===== config.mk =====
export PLATFORM = sky130hd
export DESIGN_NAME = fetch_stage
export DESIGN_NICKNAME = d
export VERILOG_FILES = /design/src/rtl/fetch_stage.sv
export SDC_FILE = /design/constraint.sdc
export NUM_CORES = 1
export LEC_CHECK = 0
export CORE_MARGIN = 2
export CORE_UTILIZATION = 60
export DETAILED_ROUTE_END_ITERATION = 8
export DONT_BUFFER_PORTS = 1
export PLACE_DENSITY_LB_ADDON = 0.12
export SLEW_MARGIN = 25
export SYNTH_ARGS = -nofsm -noshare
export SYNTH_HDL_FRONTEND = slang
export SYNTH_SLANG_ARGS = --single-unit

===== constraint.sdc =====
create_clock -name clk -period 1.8 [get_ports clk]
set_input_delay 0.18 -clock clk [delete_from_list [all_inputs] [get_ports clk]]
set_output_delay 0.18 -clock clk [all_outputs]
set_load 0.05 [all_outputs]

===== src/rtl/fetch_stage.sv =====
// -----------------------------------------------------------------------------
// fetch_stage
// Instruction-fetch stage of the 5-stage 16-bit pipeline. Owns the PC, issues
// requests to a variable-latency instruction memory, holds one fetched
// instruction in a single-entry buffer while downstream stalls, squashes on an
// EX-stage redirect and stops requesting once a HALT has been captured.
//
// Ports
//   clk, rst               clock, synchronous active-high reset
//   stall                  downstream cannot accept the buffered instruction
//   redirect_valid/_pc     taken branch/jump from EX; overrides everything but rst
//   imem_req/imem_addr     fetch request and address (address = pc)
//   imem_rdata/imem_ready  returned instruction word and its valid strobe
//   valid_out, instr_out   buffered instruction toward IF/ID (NOP when invalid)
//   curr_pc_out            PC of instr_out
//   next_pc_out            curr_pc_out + 2
//   halted                 fetch stopped after a HALT was captured
//
// FSM states
//   state   | meaning
//   FETCH   | requesting instructions whenever the buffer can take one
//   HALTED  | HALT captured; no further requests until a redirect
// -----------------------------------------------------------------------------
module fetch_stage #(
    parameter logic [15:0] RESET_PC    = 16'h0000,
    parameter logic [15:0] NOP_INSTR   = 16'h0800,
    parameter logic [4:0]  HALT_OPCODE = 5'b00000
) (
    input  logic        clk,
    input  logic        rst,
    input  logic        stall,
    input  logic        redirect_valid,
    input  logic [15:0] redirect_pc,
    output logic        imem_req,
    output logic [15:0] imem_addr,
    input  logic [15:0] imem_rdata,
    input  logic        imem_ready,
    output logic        valid_out,
    output logic [15:0] instr_out,
    output logic [15:0] curr_pc_out,
    output logic [15:0] next_pc_out,
    output logic        halted
);

    typedef enum logic {FETCH = 1'b0, HALTED = 1'b1} fetchState_t;

    fetchState_t stateQ;
    fetchState_t stateNext;

    logic [15:0] pc;
    logic [15:0] pcQ;
    logic [15:0] instrQ;
    logic        validQ;

    logic        capture;
    logic        consume;
    logic        isHalt;

    // A request is only made when the buffer is free or is draining this cycle,
    // so a capture never overwrites an instruction that has not been consumed.
    assign imem_req  = !rst && (stateQ == FETCH) && !redirect_valid && (!validQ || !stall);
    assign imem_addr = pc;
    assign capture   = imem_req && imem_ready;
    assign consume   = validQ && !stall && !redirect_valid;
    assign isHalt    = (imem_rdata[15:11] == HALT_OPCODE);

    // FSM state register
    always_ff @(posedge clk) begin
        if (rst) begin
            stateQ <= FETCH;
        end else begin
            stateQ <= stateNext;
        end
    end

    // FSM next-state logic
    always_comb begin
        stateNext = stateQ;
        if (redirect_valid) begin
            stateNext = FETCH;
        end else if (capture && isHalt) begin
            stateNext = HALTED;
        end
    end

    // FSM outputs
    always_comb begin
        halted = 1'b0;
        if (stateQ == HALTED) begin
            halted = 1'b1;
        end
    end

    // PC and one-entry instruction buffer
    always_ff @(posedge clk) begin
        if (rst) begin
            pc     <= RESET_PC;
            pcQ    <= RESET_PC;
            instrQ <= NOP_INSTR;
            validQ <= 1'b0;
        end else if (redirect_valid) begin
            // Buffered instruction is squashed; its data is left stale but invisible.
            pc     <= redirect_pc;
            validQ <= 1'b0;
        end else if (capture) begin
            instrQ <= imem_rdata;
            pcQ    <= pc;
            validQ <= 1'b1;
            pc     <= pc + 16'd2;
        end else if (consume) begin
            validQ <= 1'b0;
        end
    end

    assign valid_out   = validQ;
    assign instr_out   = validQ ? instrQ : NOP_INSTR;
    assign curr_pc_out = pcQ;
    assign next_pc_out = pcQ + 16'd2;

endmodule


Yosys cells after proc, flatten, opt, wreduce, memory -nomap -nowiden
Cells that the tools add are included.
{ "word_totals": {"register_bits": 50, "inputBits": 37, "out_inout_bits": 67, "word_cells": 32} }
{ "classes": {"addsub": 2, "muxes": 6, "bitwise_logic": 2, "reduce_logical": 17} }
{ "op_table": {"columns": ["cell", "count"], "rows": [
  ["$mux 16", 3],
  ["$add 16x2->16 const B", 2],
  ["$logic_and 1x1->1", 7],
  ["$logic_not 5->1", 1],
  ["$logic_not 1->1", 4],
  ["$reduce_bool 2->1", 2],
  ["$mux 1", 3],
  ["$not 1->1", 2],
  ["$reduce_and 2->1", 1],
  ["$reduce_or 2->1", 1],
  ["$logic_or 1x1->1", 1]
]} }

Depth between registers and ports, before layout
Gate-level depths: netlist (run 1).
{ "logic_depth": {"ltp_word": 7, "mapped_depth": 6, "mapped_depth_nobuf": 5} }

Worst setup path after synthesis (run 1)
OpenSTA, ideal clock, no wires.
{ "synth_path": {"kind": "reg2out", "startpoint": "register pcQ[4], in the netlist curr_pc_out[4]", "endpoint": "output port next_pc_out[15]", "arrival_time_ps": 2423, "t_required_ps": 1620, "setup_slack_ps": -803, "path_stages_with_launch": 5, "n_path_buf": 0, "path_cell_list": "dfxtp_1 -> nand4_1 -> nor4_1 -> nand4_1 -> xnor2_1"} }
{ "synth_via": {"elab_chain_len": 1} }
{ "synth_lines": {"columns": ["item", "line_no", "text"], "rows": [
  ["start, declared", "51", "logic [15:0] pcQ;"],
  ["start signal, assigned", "107", "pcQ <= pc;"],
  ["$add 16x2->16", "118", "assign next_pc_out = pcQ + 16'd2;"],
  ["end, declared", "41", "output logic [15:0] next_pc_out,"]
]} }
No other way between the ends.

Worst setup path after layout (run 1)
{ "layout_path": {"startpoint": "register pcQ[10], in the netlist curr_pc_out[10]", "endpoint": "output port next_pc_out[15]"} }
The elaborated chain is that of the path after synthesis.

==> results of run 1 <==
## repair_timing
action,4_1_cts,5_1_grt
setup buffers,1,3
resized for setup,19,8
endpoints found under the setup margin,9,14
pin swaps,11,9
hold endpoints to repair,45,0
hold buffers,3,0
## registers in the layout, summed over array words and instances, names as in the netlist
| signal | cells |
|---|---|
| curr_pc_out | 16 |
| imem_addr | 16 |
| instrQ | 16 |
| stateQ | 1 |
| valid_out | 1 |
## metal layers
| metal | share of wire (%) | wire length (um) |
|---|---|---|
| met1 | 39 | 2854 |
| met2 | 50 | 3710 |
| met3 | 8.8 | 647 |
| met4 | 2.3 | 170 |
| met5 | 0 | 0 |
## logic make-up (layout without fill, tap and decap cells)
kind of cell	after synthesis	in the layout	synth area share, %
flops	50	50	40.26
buf+inv	29	76	4.832
simple gates	156	156	30.15
compound gates	68	68	16.96
xor+xnor	17	17	5.989
fa+ha+maj	2	2	1.006
mux	2	2	0.8053
## placed cells by master, fill, tap and decap left out, types with 6 or more instances in the layout
cell / count
dfxtp_4: 8
inv_1: 6
nor2b_1: 6
a21oi_1: 39
and2_1: 18
dfxtp_1: 37
buf_12: 9
nand2_1: 77
buf_4: 47
nand4_1: 9
nand3_1: 8
## area by class of cell
cell class | instances | area (um^2) | share of cell area (%)
sequential | 50 | 1037 | 30.10
tap | 50 | 62.56 | 1.816
clock buffer | 8 | 101.3 | 2.941
inverter | 6 | 22.52 | 0.6536
timing repair buffer | 62 | 623.1 | 18.08
multi-input combinational | 245 | 1599 | 46.41
## power by group through the flow
stage / clock network [mW] / registers, mW / logic (mW)
6_report: 0.712 / 1.17 / 0.409
4_1_cts: 0.719 / 1.17 / 0.403
5_1_grt: 0.761 / 1.17 / 0.434
3_3_place_gp: 0 / 1.19 / 0.369
3_5_place_dp: 0 / 1.19 / 0.375
2_1_floorplan: 0 / 1.31 / 0.184
## how the worst min path moves through the flow
stage                   startpoint                          end  slack (ns)  depth (start not counted)
floorplan           imem_rdata[11]      instrQ[11]$_SDFFE_PP1P_        0.30                          2
global route        redirect_valid    imem_addr[6]$_SDFFE_PP0P_      0.0004                          1
CTS                 imem_rdata[12]      instrQ[12]$_SDFFE_PP0P_       0.002                          2
global placement               rst  curr_pc_out[2]$_SDFFE_PP0P_        0.25                          1
finish               imem_rdata[9]       instrQ[9]$_SDFFE_PP0P_       0.005                          2
detailed placement             rst  curr_pc_out[2]$_SDFFE_PP0P_        0.25                          1
==> key figures, run 1 <==
Status
  • Status: complete, but fails checks
  • Violated checks: setup timing

Pwr
  • P_sw: 0.6552 mW
  • Total power: 2.291 mW
  • Int Power: 1.635 mW
  • Power Dens Cells: 664.7 mW/mm^2
  • Sequential share of power: 51.1%
  • Leak pwr: 1.350 nW
  • Worst vdd ir: 0.6862 mV
  • Clock group share of total power: 31.1%
  • Logic pwr share: 17.8%
  • Net Sw Frac: 28.60%

Timing
  • RSZ-0062 raised after global routing: yes
  • Actual slew at the worst max-slew pin: 0.6687 ns
  • Final setup fails: 6
  • Setup TNS: -0.4187 ns
  • Crit share post-route: 108.2%
  • Final Max Tran Viols: 0
  • Max transition margin: 55.42%
  • Fmax: 0.5135 GHz
  • Setup ws final: -0.1476 ns
  • Min Clock Period, post-route: 1.948 ns
  • Clk_skew: 0.008700 ns
  • Final hold violation count: 0
  • WHS: 0.004611 ns

Routing
  • Via count: 2532
  • DRT iter0 DRCs: 144
  • Residual DRC count: 0
  • DRT Pass-1 Iters: 4
  • Post-route ant nets: 0
  • Post-Route WL: 7383 um
  • Average wire per standard cell: 17.54 um
  • DR vias/cell: 6.014

CTS
  • CTS max path bufs: 2
  • Clock Latency Late Sink: 0.30 ns
  • Root Buffer: clkbuf_8
  • H-tree depth: 2
  • Total clock sinks: 50
  • CTS Buf Count: 5
  • CTS tree: yes
  • Clock transition at the registers of the reported paths: 0.09 ns

Floorplan
  • Die area: 0.004674 mm^2
  • I/O pin count: 104
  • Die Ht: 68.37 um
  • Die X-Extent: 68.37 um
  • Initial core utilization: 62.15%
  • Core Region: 0.004000 mm^2
  • Num rows: 23

Synth
  • Flops & latches, synth: 50
  • Register area share after synthesis: 40.26%
  • Synth top area share: 40.26%
  • Commonest cells in the netlist: 79 x nand2_1, 50 x dfxtp_1, 40 x a21oi_1
  • Synthesized Nets: 363
  • Netlist cell types: 39
  • YS warnings: 0
  • Synthesized area: 0.002486 mm^2
  • Largest area contributor in the netlist: dfxtp_1
  • Avg Cell Area, Syn: 7.673 um^2
  • Synth async-reset ratio: 0%
  • Main area contributors after synthesis: dfxtp_1 40%, nand2_1 12%, a21oi_1 8.1%
  • Main synth FF type: dfxtp_1
  • Most numerous cell in the Yosys netlist: nand2_1
  • Number of flops mapped to enable cells by yosys: 0
  • Post-Syn Instances: 324

Critical path
  • R2R Path End: imem_addr[11]$_SDFFE_PP0P_
  • CP max stage cell: dfxtp_2
  • Crit Reg-Reg Startpoint: valid_out$_SDFFE_PP0P_
  • Crit path cell chain: nand2_1 > nor4_4 > nand4_1 > xnor2_4 > buf_12
  • Worst R2R Setup Slack: 0.09 ns
  • CP top delay family: simple AND/OR/NAND/NOR gates
  • Register-to-Register Path Depth: 5
  • CP startpoint: curr_pc_out[10]$_SDFFE_PP0P_
  • CP max stage delay: 0.35 ns
  • CP Launch Type: register
  • Buf+Inv Stages, Crit Path: 1
  • Critical Path Sink: next_pc_out[15]
  • Worst setup EP type: primary output
  • Crit path kind: reg -> out
  • Crit-path max FO: 3
  • CP Depth: 5
  • Worst EP arrival: 1.77 ns
  • CP required: 1.62 ns

Placed design
  • Worst Setup Slack post-DPL: 0.01012 ns
  • RD Place Congestion: 0.8250
  • Placed cell area: 0.003152 mm^2
  • HPWL after DPL: 4712 um
  • Placed cells: 406
  • Port bufs: 0

Global route
  • GRT Total Usage: 30.74%
  • Met2 global-route usage: 50.85%
  • Global-route wire length before repair: 10700 um
  • Number of global-route vias before repair: 2191
  • Met1 Use GR: 37.97%
  • Grt total ovfl: 0
  • Initial antenna violation count: 0
  • Grt peak-use layer: met2
  • GR Layer Usage met3: 7.895%
  • Largest net degree at the start of global routing: 46

Cells and area
  • Layout filler cell count: 244
  • Area Growth Syn to Fin: 38.60%
  • Share of layout cells above drive strength 1: 28.30%
  • Diode count: 0
  • Final non-filler cell total: 421
  • Core Util, Final: 86.14%
  • Design Area, Final: 0.003446 mm^2
  • Post-layout nets: 409

Job
  • Max-cap viol count: 0

Min path
  • Hold crit path type: in -> reg
Power figures use the tool's default switching activity.
==> run 2, diff against run 1 <==
==> constraint.sdc (replaced) <==
create_clock -name clk -period 2.2 [get_ports clk]
set_input_delay 0.22 -clock clk [delete_from_list [all_inputs] [get_ports clk]]
set_output_delay 0.22 -clock clk [all_outputs]
set_load 0.05 [all_outputs]
==> run 2 against run 1 <==
The flow now finishes without violations. Combinational power down 25%. Sequential cell count stayed put. Worst hold slack gained 0.020 ns. Critical path type unchanged. Critical endpoint is now next_pc_out[9].
==> key figures, run 2 (synthesis results as in run 1) <==
Routing
  • Average wire per standard cell: 15.64 um
  • Post-route ant nets: 0
  • Residual DRC count: 0
  • Via count: 2367
  • DR vias/cell: 5.759
  • DRT Pass-1 Iters: 4
  • Post-Route WL: 6426 um
  • DRT iter0 DRCs: 115

CTS
  • CTS Buf Count: 5
  • Clock transition at the registers of the reported paths: 0.09 ns
  • CTS max path bufs: 2
  • H-tree depth: 2
  • Clock Latency Late Sink: 0.30 ns
  • Total clock sinks: 50
  • CTS tree: yes
  • Setup bufs post-CTS: 0
  • Root Buffer: clkbuf_8

Floorplan
  • Core Region: 0.004000 mm^2
  • Initial core utilization: 62.15%
  • I/O pin count: 104
  • Num rows: 23
  • Die X-Extent: 68.37 um
  • Die Ht: 68.37 um
  • Die area: 0.004674 mm^2

Global route
  • Initial antenna violation count: 0
  • Largest net degree at the start of global routing: 43
  • GRT Total Usage: 27.49%
  • Met2 global-route usage: 43.45%
  • Number of global-route vias before repair: 2024
  • GR Layer Usage met3: 5.757%
  • Grt total ovfl: 0
  • Global-route wire length before repair: 9639 um
  • Met1 Use GR: 37.35%
  • Grt peak-use layer: met2

Timing
  • Actual slew at the worst max-slew pin: 0.5979 ns
  • Final Max Tran Viols: 0
  • Min Clock Period, post-route: 2.022 ns
  • WHS: 0.02499 ns
  • Final setup fails: 0
  • Final hold violation count: 0
  • Fmax: 0.4946 GHz
  • Clk_skew: 0.007215 ns
  • Crit share post-route: 91.91%
  • RSZ-0062 raised after global routing: no
  • Setup TNS: 0 ns
  • Max transition margin: 60.14%

Placed design
  • RD Place Congestion: 0.8793
  • HPWL after DPL: 4560 um
  • Placed cell area: 0.002985 mm^2
  • Port bufs: 0

Min path
  • Hold crit path type: in -> reg
  • Min-Delay Endpoint: instrQ[11]$_SDFFE_PP1P_
  • Min-delay src: rst
  • Worst hold stages: 1

Cells and area
  • Footprint of the multi-input gates: 0.001455 mm^2
  • Share of layout cells above drive strength 1: 20.50%
  • Core Util, Final: 78.14%
  • Commonest non-fill, non-tap cell in the layout: nand2_1
  • Post-layout nets: 399
  • Register area: 0.001010 mm^2
  • Most frequent cells in the layout: 79 x nand2_1, 45 x dfxtp_1, 44 x buf_4
  • Area Growth Syn to Fin: 25.72%
  • Diode count: 0
  • Design Area, Final: 0.003126 mm^2
  • Layout filler cell count: 286

Status
  • Status: finished, final reports clean

Critical path
  • Worst R2R Setup Slack: 0.40 ns
  • CP Launch Type: register
  • Worst EP arrival: 1.80 ns
  • Register-to-Register Path Depth: 4
  • CP required: 1.98 ns
  • Crit path kind: reg -> out
  • Crit Reg-Reg Startpoint: valid_out$_SDFFE_PP0P_
  • Crit-path max FO: 6
  • Worst setup EP type: primary output
  • CP startpoint: curr_pc_out[1]$_SDFFE_PP0P_
  • R2R Path End: imem_addr[14]$_SDFFE_PP0P_

Pwr
  • Power Dens Cells: 584.9 mW/mm^2
  • Worst vdd ir: 0.5297 mV
  • Leak pwr: 1.208 nW

Job
  • Max-cap viol count: 0
==> run 2: cell types whose count changed in the layout (fill, tap and decap cells not counted), moves of 3 or more <==
cell	before	now
nand3_1	8	11
nor2_1	5	8
xnor2_4	4	1
dfxtp_4	8	1
buf_4	47	44
dfxtp_1	37	45
==> run 2: layout make-up <==
cell class	count	share of cell area, %
well taps	50	2.002
repair buffers	52	15.37
flip-flops and latches	50	32.31
clock buffers	6	2.642
multi-input cells	245	46.56
clock inverters	2	0.4003
inverters	6	0.7206
==> run 2: worst max-delay path by stage <==
stage                       to  slack [ns]  depth (start not counted)
4_1_cts        next_pc_out[14]        0.03                          5
6_report        next_pc_out[9]        0.18                          6
3_5_place_dp   next_pc_out[14]        0.36                          5
2_1_floorplan  next_pc_out[15]        -0.1                          4
5_1_grt        next_pc_out[14]        0.04                          5
3_3_place_gp   next_pc_out[14]        0.41                          5
==> run 2: through the flow <==
step	setup slack (ns)	instances	total power [mW]
CTS	0.02783	411	1.830
global route	0.03915	411	1.879
finish	0.1780	411	1.828
detailed placement	0.3574	401	1.278
floorplan	-0.09745	324	1.221
global placement	0.4105	401	1.272
==> run 2: routing by layer <==
| metal | vias to the layer above | routed length, um |
|---|---|---|
| li1 | 1181 | - |
| met2 | 102 | 3104 |
| met4 | 0 | 81 |
| met1 | 1075 | 2668 |
| met3 | 9 | 571 |
| met5 | - | 0 |
==> run 2: repair_timing <==
action,4_1_cts,5_1_grt
endpoints found under the hold margin,42,0
gates resized for setup,0,2
hold buffers,2,0
setup endpoints to repair,0,3
==> run 2: power by group <==
group	switching [mW]	total, mW	internal [mW]
Clock	0.301	0.554	0.253
Sequential	0.0280	0.967	0.938
Combinational	0.211	0.308	0.0965
Total	0.540	1.83	1.29
==> run 2: critical path, stage by stage, from the launching register on <==
cell     delay, ns
dfxtp_1       0.34
ha_1          0.19
and2_1        0.27
nand2_1       0.09
nor2_1        0.26
xor2_4        0.19
buf_12        0.15
